**src/rtl/write_port_arbiter.sv**
```systemverilog
// write_port_arbiter: 4-way round-robin write-port arbiter with optional locked hold (enable with `define WRITE_PORT_ARBITER_LOCK_EN)
module write_port_arbiter #(
   parameter int MAX_HOLD = 4
) (
   input  logic       clk,
   input  logic       reset,
   input  logic [3:0] req,
   input  logic [3:0] lock,
   output logic [3:0] grant,
   output logic [1:0] grant_idx,
   output logic       grant_valid,
   output logic       busy
);
   typedef enum logic [1:0] {IDLE, GRANT, HOLD} state_t;
   state_t     state;
   logic [1:0] ptr;
   logic [3:0] cnt;
   logic [1:0] base;
   logic [1:0] win;
   logic [1:0] c;
   logic       found;
   logic       hold_ok;
   // search from ptr when idle, or from just past the owner when its grant is ending
   always_comb begin
      base = (state == IDLE) ? ptr : grant_idx + 2'd1;
      win = 2'd0;
      found = 1'b0;
      c = 2'd0;
      for (int k = 3; k >= 0; k--) begin
         c = base + k[1:0];
         if (req[c]) begin
            win = c;
            found = 1'b1;
         end
      end
   end
`ifdef WRITE_PORT_ARBITER_LOCK_EN
   assign hold_ok = (state != IDLE) && req[grant_idx] && lock[grant_idx] && (cnt < 4'(MAX_HOLD));
   assign busy = (state == HOLD);
`else
   logic unused_lock;
   assign unused_lock = ^lock;
   assign hold_ok = 1'b0;
   assign busy = 1'b0;
`endif
   // state, pointer, hold counter and registered grant outputs
   always_ff @(posedge clk) begin
      if (reset) begin
         state <= IDLE;
         ptr <= 2'd0;
         cnt <= 4'd0;
         grant <= 4'd0;
         grant_idx <= 2'd0;
         grant_valid <= 1'b0;
      end else if (hold_ok) begin
         state <= HOLD;
         cnt <= cnt + 4'd1;
      end else begin
         if (state != IDLE) ptr <= grant_idx + 2'd1;
         state <= found ? GRANT : IDLE;
         cnt <= found ? 4'd1 : 4'd0;
         grant <= found ? 4'b0001 << win : 4'd0;
         grant_idx <= found ? win : 2'd0;
         grant_valid <= found;
      end
   end
endmodule
```
**config.mk**
```make
export PLATFORM = sky130hd
export DESIGN_NAME = write_port_arbiter
export DESIGN_NICKNAME = d
export VERILOG_FILES = /design/src/rtl/write_port_arbiter.sv
export SDC_FILE = /design/constraint.sdc
export NUM_CORES = 1
export LEC_CHECK = 0
export BUFFER_PORTS_ARGS = -buffer_cell sky130_fd_sc_hd__buf_2
export CORE_AREA = 2 2 39 41
export DETAILED_ROUTE_END_ITERATION = 12
export DIE_AREA = 0 0 41 43
export GPL_ROUTABILITY_DRIVEN = 0
export PLACE_DENSITY_LB_ADDON = 0.2
export SLEW_MARGIN = 20
export SYNTH_ARGS = -nofsm -noshare
export SYNTH_HDL_FRONTEND = slang
export SYNTH_SLANG_ARGS = --single-unit
```
**constraint.sdc**
```tcl
create_clock -name clk -period 3 [get_ports clk]
set_input_delay 0.3 -clock clk [delete_from_list [all_inputs] [get_ports clk]]
set_output_delay 0.3 -clock clk [all_outputs]
set_load 0.03 [all_outputs]
```
==> results.yml <==
clock_tree:
  root_buffer: "clkbuf_4"
  cts_resized: 0
  cts_buffers: 3
  cts_tree: "built"
  clk_latency_ns: 0.26
  cts_buffer_depth: 2
  htree_num_levels: 1
  postCtsSetupBuffers: 0
  cts_hold_buf: 0
  clk_pin_slew_ns: 0.06
  cts_sinks: 9
final_layout:
  antennaDiodeCount: 0
  areaGrowthSynthToFinish_pct: 20.80
  drive_above_1_share_pct: 29.23
  fillers: 147
  fin_util_pct: 38.34
  nets: 76
  final_cells: 81
yosys:
  netlist.area_leader.share_pct: 41.03
  ys_seq_area_share_pct: 41.03
  synth_top_flop_cell: "dfxtp_1"
  synth.area.top_cells: "dfxtp_1 (41%), nor2_1 (7.7%), mux2i_1 (6.8%)"
  synth_commonest_cells: "dfxtp_1 (9), nor2_1 (9), o21ai_0 (4)"
  synth-seq-cells: 9
  syn-num-nets: 61
  synth_top_area_cell: "dfxtp_1"
  ys_async_sr_fraction_pct: 0
  synth_edf_count: 0
  synthCells: 51
  synth_warnings: 0
  synth.cell_area_um2: 439.2
  syn_area_per_cell_um2: 8.611
  ys_types: 24
power_and_ir_drop:
  ir_drop_v: 0.0002149
  powerDensity_mw_per_mm2: 553.7
  p_comb_share_pct: 21.6
  pwr-share-clk_pct: 31.1
  p_leak_nw: 0.2373
  internal_power_w: 0.0002042
  seq_power_share_pct: 47.3
  swShare_pct: 30.49
  netSwitchingPower_w: 0.00008957
global_route:
  grt_max_degree: 11
  grt_util_all_layers_pct: 12.89
  antenna_found_initial: 0
  first_global_vias: 346
  overflow: 0
  grt_pass1_wl_um: 1442
outcome:
  outcome: "finished clean"
critical_path:
  reg2reg_slack_ns: 1.57
  required_ns: 3.18
  startpoint_type: "flip-flop"
  cp.arrival_ns: 1.61
  critical_path_class: "reg2reg"
  crit_path_top_delay_cell: "dfxtp_1"
  slowest_delay_ns: 0.50
  setup.worst_path.end_class: "flip-flop"
  path_buf_inv: 0
  cp_max_fo: 10
  path_cells: "or2b_2, a21oi_1, a211oi_2, nand2_2, nor3b_1"
  path_delay_family: "simple AND/OR/NAND/NOR gates"
timing:
  drv_slew: 0
  rsz0062_at_grt: "no"
  finalClockSkew_ns: 0.001663
  fin_crit_ns: 1.430
  setup_viol: 0
  fin_ws_ns: 1.570
  fin_setup_tns_ns: 0
  fmax_ghz: 0.6991
  hold_violations: 0
  post-route-period-util_pct: 47.68
die:
  die_w_um: 41
  start_util_pct: 31.74
  die_h_um: 43
  dieArea_mm2: 0.001763
  ios: 18
  core_area_mm2: 0.001384
  core.rowCount: 14
detailed_routing:
  post_drt_wl_per_cell_um: 10.58
  firstDrtPassIters: 3
  wl_met2_um: 387
  dr_wl_met3_um: 52
  via_per_inst: 4.840
  highest_layer: "met4"
  m1WireLength_um: 404
  antenna_left: 0
  drt_wl_total_um: 857
  drt-initial-drc-count: 2
  num_vias: 392
  drc: 0
flow_run:
  maxCapViolCount: 0
hold_path:
  hold_path_class: "in2reg"
placed_design:
  dp_hpwl_um: 645.6
  port_buffers: 12
  post-place-ws_ns: 1.551
  dpl.cell_count: 77
## stage by stage
stage               power [W]  hold slack (ns)  instance area [um^2]
floorplan           0.0001879           0.3691                 439.2
global placement    0.0002059           0.5012                 504.2
detailed placement  0.0002058           0.5084                 504.2
CTS                 0.0002990           0.2289                 530.5
global route        0.0003146           0.2186                 530.5
finish              0.0002938           0.2332                 530.5
## placed cells by master, fill, tap and decap left out, types with 2 or more instances in the layout
master,netlist,layout
mux2i_1,3,3
o21ai_0,4,4
inv_1,2,2
nand2b_1,2,2
dfxtp_1,9,9
nor2_1,9,9
clkbuf_4,0,3
a21oi_1,3,3
nand2_1,2,2
buf_2,0,12
## registers in the layout, summed over array words and instances (netlist names)
register	cells
grant_idx	2
grant	4
grant_valid	1
ptr	2
## kinds of logic (layout without fill, tap and decap cells)
| family | after synthesis | in the layout | share of synthesized area, % |
|---|---|---|---|
| and+or+nand+nor | 20 | 20 | 24.22 |
| AOI/OAI and AO/OA | 13 | 13 | 19.94 |
| DFF | 9 | 9 | 41.03 |
| other | 1 | 1 | 0.8539 |
| xor gates and xnor gates | 1 | 1 | 1.995 |
| buffers and inverters | 4 | 18 | 5.128 |
| muxes | 3 | 3 | 6.838 |
## worst paths after layout
check / from / cells past startpoint / end
min: reset / 2 / ptr[1]$_SDFFE_PP0P_
max: grant_valid$_SDFF_PP0_ / 5 / grant[1]$_SDFF_PP0_
max reg2reg: grant_valid$_SDFF_PP0_ / 5 / grant[1]$_SDFF_PP0_
min reg2reg: ptr[0]$_SDFFE_PP0P_ / 2 / ptr[0]$_SDFFE_PP0P_
## power by group through the flow
| stage | Clock, W | Sequential (W) | Combinational [W] |
|---|---|---|---|
| floorplan | 0 | 0.000154 | 0.0000343 |
| global placement | 0 | 0.000142 | 0.0000644 |
| detailed placement | 0 | 0.000141 | 0.0000643 |
| CTS | 0.0000954 | 0.000139 | 0.0000646 |
| global route | 0.000103 | 0.000141 | 0.0000698 |
| finish | 0.0000915 | 0.000139 | 0.0000633 |
## worst reg2reg max path, stage by stage (launching register included)
cell and delay, ns:
dfxtp_1 0.50, or2b_2 0.35, a21oi_1 0.16, a211oi_2 0.06, nand2_2 0.11, nor3b_1 0.17
## final cells by class
class	instances	area, um^2	area share [%]
multi-input cells	38	236.5	44.58
clock buffers	4	26.28	4.953
repair buffers	12	60.06	11.32
inverters	2	7.507	1.415
flip-flops and latches	9	180.2	33.96
well taps	16	20.02	3.774
## layer usage
metal	GRT usage, %	vias up
met5	0	-
met3	4.712	2
met1	15.58	180
met2	16.56	8
met4	12.00	0
li1	-	202
(Power assumes the default switching activity.)
